===== config.mk =====
export PLATFORM = sky130hd
export DESIGN_NAME = bus_master_agent
export DESIGN_NICKNAME = d
export VERILOG_FILES = /design/src/rtl/bus_master_agent.sv
export SDC_FILE = /design/constraint.sdc
export NUM_CORES = 1
export LEC_CHECK = 0
export CAP_MARGIN = 20
export CORE_ASPECT_RATIO = 1.4
export CORE_MARGIN = 10
export CORE_UTILIZATION = 40
export DETAILED_ROUTE_END_ITERATION = 16
export DONT_BUFFER_PORTS = 1
export GPL_TIMING_DRIVEN = 0
export HOLD_SLACK_MARGIN = 0.12
export PLACE_DENSITY = 0.59
export REMOVE_ABC_BUFFERS = 1
export SETUP_SLACK_MARGIN = 0.15
export SLEW_MARGIN = 10
export SYNTH_ARGS = -nofsm -noshare
export SYNTH_HDL_FRONTEND = slang
export SYNTH_SLANG_ARGS = --single-unit

===== constraint.sdc =====
create_clock -name clk -period 3.3 [get_ports clk]
set_input_delay 0.99 -clock clk [delete_from_list [all_inputs] [get_ports clk]]
set_output_delay 0.99 -clock clk [all_outputs]
set_load 0.05 [all_outputs]

===== src/rtl/bus_master_agent.sv =====
// Requester-side agent for a round-robin bus arbiter: queues write-burst commands
// and drives each burst beat by beat once the arbiter grants the bus.
module bus_master_agent #(
  parameter int ADDR_WIDTH    = 16,
  parameter int DATA_WIDTH    = 32,
  parameter int FIFO_DEPTH    = 4,
  parameter int GRANT_TIMEOUT = 15
) (
  input  logic                  clk,
  input  logic                  reset_n,
  input  logic                  cmd_valid,
  output logic                  cmd_ready,
  input  logic [ADDR_WIDTH-1:0] cmd_addr,
  input  logic [2:0]            cmd_len,
  input  logic                  wdata_valid,
  input  logic [DATA_WIDTH-1:0] wdata,
  output logic                  wdata_ready,
  output logic                  req,
  input  logic                  grant,
  output logic                  bus_valid,
  output logic [ADDR_WIDTH-1:0] bus_addr,
  output logic [DATA_WIDTH-1:0] bus_data,
  output logic                  bus_last,
  input  logic                  bus_ack,
  output logic                  busy,
  output logic                  burst_done,
  output logic                  timeout_err
);

  localparam int PTR_W = $clog2(FIFO_DEPTH);
  localparam int TO_W  = $clog2(GRANT_TIMEOUT + 1);
  localparam logic [TO_W-1:0]  TO_LAST = TO_W'(GRANT_TIMEOUT - 1);
  localparam logic [TO_W-1:0]  TO_ONE  = TO_W'(1);
  localparam logic [PTR_W:0]   PTR_ONE = (PTR_W + 1)'(1);

  typedef enum logic [1:0] {IDLE, REQ, BURST, RELEASE} state_t;

  logic [ADDR_WIDTH-1:0] fifo_addr [FIFO_DEPTH];
  logic [2:0]            fifo_len  [FIFO_DEPTH];
  logic [PTR_W:0]        wr_ptr, rd_ptr;
  logic                  empty, full, push, pop;
  logic [ADDR_WIDTH-1:0] head_addr;
  logic [2:0]            head_len;

  state_t          state, state_next;
  logic [2:0]      beat_cnt, beat_next;
  logic [TO_W-1:0] to_cnt, to_next;
  logic            req_next, done_next, terr_next, beat_fire;

  // Extra pointer bit distinguishes full from empty when the indices match.
  assign empty     = (wr_ptr == rd_ptr);
  assign full      = (wr_ptr[PTR_W] != rd_ptr[PTR_W]) &&
                     (wr_ptr[PTR_W-1:0] == rd_ptr[PTR_W-1:0]);
  assign cmd_ready = !full;
  assign push      = cmd_valid && cmd_ready;
  assign head_addr = fifo_addr[rd_ptr[PTR_W-1:0]];
  assign head_len  = fifo_len[rd_ptr[PTR_W-1:0]];

  always_ff @(posedge clk) begin
    if (push) begin
      fifo_addr[wr_ptr[PTR_W-1:0]] <= cmd_addr;
      fifo_len[wr_ptr[PTR_W-1:0]]  <= cmd_len;
    end
  end

  always_ff @(posedge clk) begin
    if (!reset_n) begin
      wr_ptr <= '0;
      rd_ptr <= '0;
    end else begin
      if (push) wr_ptr <= wr_ptr + PTR_ONE;
      if (pop)  rd_ptr <= rd_ptr + PTR_ONE;
    end
  end

  assign bus_valid   = (state == BURST) && grant && wdata_valid;
  assign bus_addr    = head_addr + ADDR_WIDTH'(beat_cnt);
  assign bus_data    = wdata;
  assign bus_last    = bus_valid && (beat_cnt == head_len);
  assign beat_fire   = bus_valid && bus_ack;
  assign wdata_ready = beat_fire;
  assign busy        = !empty || (state != IDLE);

  always_ff @(posedge clk) begin
    if (!reset_n) begin
      state       <= IDLE;
      req         <= 1'b0;
      beat_cnt    <= '0;
      to_cnt      <= '0;
      burst_done  <= 1'b0;
      timeout_err <= 1'b0;
    end else begin
      state       <= state_next;
      req         <= req_next;
      beat_cnt    <= beat_next;
      to_cnt      <= to_next;
      burst_done  <= done_next;
      timeout_err <= terr_next;
    end
  end

  // RELEASE re-requests directly when work is pending so the req gap is one cycle.
  always_comb begin
    state_next = state;
    req_next   = req;
    beat_next  = beat_cnt;
    to_next    = to_cnt;
    done_next  = 1'b0;
    terr_next  = 1'b0;
    pop        = 1'b0;
    case (state)
      IDLE: begin
        if (!empty) begin
          state_next = REQ;
          req_next   = 1'b1;
          to_next    = '0;
        end
      end
      REQ: begin
        if (grant) begin
          state_next = BURST;
          beat_next  = '0;
          to_next    = '0;
        end else if (to_cnt == TO_LAST) begin
          state_next = RELEASE;
          req_next   = 1'b0;
          terr_next  = 1'b1;
          to_next    = '0;
        end else begin
          to_next = to_cnt + TO_ONE;
        end
      end
      BURST: begin
        if (beat_fire) begin
          if (beat_cnt == head_len) begin
            pop        = 1'b1;
            done_next  = 1'b1;
            state_next = RELEASE;
            req_next   = 1'b0;
            beat_next  = '0;
          end else begin
            beat_next = beat_cnt + 3'd1;
          end
        end
      end
      RELEASE: begin
        if (!empty) begin
          state_next = REQ;
          req_next   = 1'b1;
          to_next    = '0;
        end else begin
          state_next = IDLE;
        end
      end
      default: state_next = IDLE;
    endcase
  end

endmodule


* Word level (Yosys, flattened, before mapping)
Memory sizes are Yosys's and may differ from the RTL's. A register that Yosys moved wholly into a read port is not among the register bits.
Cells that the tools add are included.
** Operators by class
- Bitwise logic cells :: 2
- $add $sub $neg :: 5
- Reductions and logical operators :: 19
- Equal/unequal tests :: 16
- Muxes and demuxes :: 31
** Operator list (number)
- two-way mux 2 bit :: 9
- adder 16 x 3 -> 16 bit :: 1
- two-way mux 1 bit :: 12
- two-way mux 4 bit :: 3
- != test 2 bit, second input constant :: 6
- adder 3 x 1 -> 3 bit, second input constant :: 3
- two-way mux 3 bit :: 3
- case mux 2 bit (4 select lines) :: 1
- case mux 4 bit (2 select lines) :: 1
- equality test 3 bit :: 2
- logical AND 1 bit :: 6
- case mux 3 bit (2 select lines) :: 1
- nonzero test 2 bit :: 3
- AND reduction 5 bit :: 1
- adder 4 x 1 -> 4 bit, second input constant :: 1
- equality test 2 bit, second input constant :: 2
- equality test 4 bit, second input constant :: 1
- AND reduction 4 bit :: 1
- != test 3 bit, second input constant :: 1
- case mux 1 bit (3 select lines) :: 1
- AND reduction 3 bit :: 1
- OR reduction 3 bit :: 1
- equality test 2 x 1 -> 1 bit, second input constant :: 1
- equality test 2 bit :: 1
- other kinds (8) :: 10
** Word-level totals
- Output and inout port bits :: 56
- Memory bits (writable) :: 76
- Bits of input ports :: 57
- Logic and storage cells :: 83
- Memories :: 2
- Bits in registers :: 18
** Memory list
- fifo_addr :: words 4, width 16, rd ports 1, clocked after memory_dff 1, wr ports 1, RTL line 38 : logic [ADDR_WIDTH-1:0] fifo_addr [FIFO_DEPTH];
- fifo_len :: words 4, width 3, rd ports 1, clocked after memory_dff 1, wr ports 1, RTL line 39 : logic [2:0] fifo_len [FIFO_DEPTH];

* Longest topological paths before layout
- Depth after elaboration :: 8
- Depth in mapped cells :: 12
- Mapped depth without buffers :: 8

* Worst setup path after synthesis
No wires, ideal clock.
- Path type :: register to output
- Start point :: reg (tool-made name)
- End point :: out bus_addr[13]
- Path slack :: -0.857 ns
- Data arrival time :: 3.167 ns
- Path buffers :: 3
- Data required time :: 2.310 ns
- Cell stages (with the launch flop) :: 12
- Cell sequence :: dfxtp_1 -> buf_6 -> buf_4 -> mux4_2 -> ha_1 -> a21o_1 -> a21oi_1 -> nor2_1 -> and3_1 -> clkbuf_1 -> nand4_1 -> xnor2_1
** RTL lines
- end, declared :: RTL line 21 : output logic [ADDR_WIDTH-1:0] bus_addr,

==> impl_metrics.yaml <==
sta:
  rsz0062_at_grt: "yes"
  post-route-period-util: 1.12
  hold_viol: 0
  setup_viol: 14
  maxSlewHeadroom: 0.262
  final_max_slew_viol_count: 0
  skew_ns: 0.00616
  fin_ws_ns: -0.397
  fmax_ghz: 0.270
  period_needed_ns: 3.70
  worstMarginPinSlew_ns: 1.10
routing:
  wl_per_cell_um: 21.8
  viasPerCell: 5.30
  ant_nets: 0
  drt_first_pass_iters: 4
  wl_met2_um: 4680
  drt_wl_total_um: 9700
  met1_length_um: 3770
  drc: 0
  route.top_layer_used: "met4"
  drtIter0Drc: 67
  routed-wl-met3_um: 1160
  vias: 2352
die:
  dieHeight_um: 146
  dieArea_sq_mm: 0.0160
  rows: 45
  io_pins: 113
  initial_core_util: 0.413
  coreArea_sq_mm: 0.0110
  die_x_um: 110
logic_synthesis:
  synth_cell_type_count: 48
  synthFlopType: "edfxtp_1"
  synth-compound-area-share: 0.0373
  synth_top_area_share: 0.504
  yosys.area_share.simple: 0.0873
  synth.ff_latch_count: 96
  synthAdderAreaFrac: 0.0486
  synth_edf_count: 76
  syn_avg_cell_area_sq_um: 14.6
  synth_top_family_by_area: "multiplexers"
  synth-xor-area-share: 0.0464
  synth.area.top_cells: "edfxtp_1 (50%), dfxtp_1 (8.8%), mux4_2 (8.0%), buf_4 (5.6%), ha_1 (4.4%)"
  synth_area_sq_mm: 0.00453
  synthMuxAreaShare: 0.116
  ys_seq_area_frac: 0.592
  yosys_warnings: 0
  synthArstFlopShare: 0
  yosysTopAreaCell: "edfxtp_1"
  syn_inst: 311
final_layout:
  syn_to_final_growth_pct: 15.5
  final_core_util: 0.476
  diodes: 0
  final_cells: 444
  drive_above_1_share: 0.290
  fill_cells: 948
  final_nets: 372
  multiInputGateArea_sq_mm: 0.00186
  seq_area_sq_mm: 0.00269
  design_area_sq_mm: 0.00523
critical_path:
  crit_type: "flop to output port"
  slowest_delay_ns: 0.56
  cp_slowest_cell: "mux4_2"
  critPathRequiredTime_ns: 2.31
  worstPathMaxFanout: 5
  cp-start-kind: "flop"
  cp-end-kind: "output port"
  path_cells: "mux4_2 -> ha_4 -> a21o_1 -> a21oi_2 -> nor2_2 -> and3_4 -> nand4_1 -> xnor2_4"
  arrival_ns: 2.71
pwr:
  p_int_mw: 2.16
  power_switching_mw: 0.814
  comb_power_share: 0.166
  p_per_area_mw_per_mm2: 568
  p_sw_frac: 0.274
  pwr-share-clk: 0.349
  vdd_drop_max_uv: 363
  power_frac_seq: 0.484
  p_leak_nw: 1.79
placed_design:
  placed_area_sq_mm: 0.00443
  portBuffers: 0
  routabilityCongestion: 0.714
  hpwl_um: 6520
  pre_cts_ws_ns: -1.22
  dp.cells: 413
global_routing:
  grt_use_total: 0.122
  grt_max_degree: 23
  grt_pass1_wl_um: 14700
  grt_pass1_vias: 2493
  overflow: 0
  antenna_found_initial: 0
cts:
  cts_tree: "yes"
  cts_buffers: 9
  clkSinkCount: 96
  root_buffer: "clkbuf_16"
  worstSkewPairLatency_ns: 0.33
  cts_max_path_buffers: 2
  h-tree-depth: 3
  clkTransAtPathRegs_ns: 0.07
hold_path:
  holdCritPathClass: "flop to flop"
outcome:
  run_status: "complete, but fails checks"
  violations: "negative setup slack"
job:
  maxCapViolations: 0
-- synthesized netlist by cell type (2+ instances only) --
cell,n
nor2b_1,4
nand4_1,3
buf_4,34
nand2b_1,2
nor3_1,2
buf_6,2
a21oi_1,4
inv_1,9
mux2i_1,10
o21ai_0,3
xnor2_1,13
nor2_1,10
dfxtp_1,20
and3_1,3
o221a_2,2
nand2_1,24
clkbuf_1,3
or4_1,2
and2_1,12
mux4_2,16
mux2_2,2
edfxtp_1,76
xor2_1,11
nand3_1,5
ha_1,16
-- cells in the final DEF (no fill, tap or decap), types with 3 or more instances in the layout --
cell type and count:
buf_8 5, edfxtp_1 76, nand2_1 22, ha_4 3, nand3_1 3, o21ai_0 3, inv_1 9, ha_1 13
buf_4 9, and2_1 10, nor2b_1 4, clkbuf_16 9, mux4_2 16, mux2i_1 9, dfxtp_1 18, xor2_1 7
xnor2_4 9, xnor2_1 4, nor2_1 9, nand4_1 3
-- through the flow --
| stage | power (mW) | setup TNS, ns | hold WS (ns) |
|---|---|---|---|
| after floorplan | 1.83 | -13.10 | 0.458 |
| after global placement | 1.90 | -22.38 | 0.471 |
| after detailed placement | 1.91 | -14.79 | 0.499 |
| after CTS | 2.98 | -5.31 | 0.512 |
| after global routing | 3.10 | -5.67 | 0.516 |
| final | 2.97 | -4.47 | 0.502 |
-- cell type report --
class / count / area share
Multi-Input combinational cell: 166 / 0.356
Sequential cell: 96 / 0.514
Clock buffer: 9 / 0.0431
Timing Repair Buffer: 16 / 0.0316
Clock inverter: 7 / 0.0151
Inverter: 9 / 0.00646
Tap cell: 141 / 0.0337
-- kinds of logic (layout without fill, tap and decap cells) --
logic type / after synthesis / in the layout
flip-flops: 96 / 96
AND/OR/NAND/NOR: 74 / 74
buffers and inverters: 49 / 41
multiplexers: 30 / 30
XOR/XNOR: 24 / 24
AO/OA/AOI/OAI: 21 / 21
adder cells (fa/ha/maj): 17 / 17
-- metal layers --
layer,GRT usage,vias to the layer above
met4,0.0418,0
met1,0.144,1174
met3,0.0655,7
li1,-,1084
met2,0.182,87
met5,0,-
-- registers in the layout, summed over array words and instances (netlist names), named ones only --
name / cells
beat_cnt: 3
burst_done: 1
fifo_addr: 64
fifo_len: 12
rd_ptr: 3
req: 1
state: 2
timeout_err: 1
to_cnt: 4
wr_ptr: 3
-- worst paths after layout --
path | slack (ns) | from | to | depth (start not counted)
setup / recovery | -0.40 | flop | bus_addr[13] | 8
hold reg to reg | 0.50 | rd_ptr[2]$_SDFFE_PN0P_ | rd_ptr[2]$_SDFFE_PN0P_ | 2
setup reg to reg | 0.89 | flop | beat_cnt[0]$_SDFFE_PN0P_ | 7
hold / removal | 0.50 | rd_ptr[2]$_SDFFE_PN0P_ | rd_ptr[2]$_SDFFE_PN0P_ | 2
-- what timing repair did --
| item | 4_1_cts | 5_1_grt |
|---|---|---|
| endpoints found under the setup margin | 17 | 16 |
| pin swaps | 13 | 14 |
| hold buffers | 0 | 0 |
| gates resized for setup | 47 | 8 |
| buffers inserted | 10 | 2 |
-- power by group through the flow --
stage | clock network, mW | registers (mW) | logic (mW)
2_1_floorplan | 0 | 1.45 | 0.371
3_3_place_gp | 0 | 1.47 | 0.435
3_5_place_dp | 0 | 1.47 | 0.445
4_1_cts | 1.06 | 1.44 | 0.482
5_1_grt | 1.11 | 1.45 | 0.545
6_report | 1.04 | 1.44 | 0.494
-- critical path, delay by kind of cell, from the launching register on --
kind | cells | cell delay [ns]
mux | 1 | 0.56
fa+ha+maj | 1 | 0.29
flops | 1 | 0.39
compound gates | 2 | 0.20
xor+xnor | 1 | 0.41
simple gates | 3 | 0.52
No activity file was read; power rests on OpenSTA's default activity.
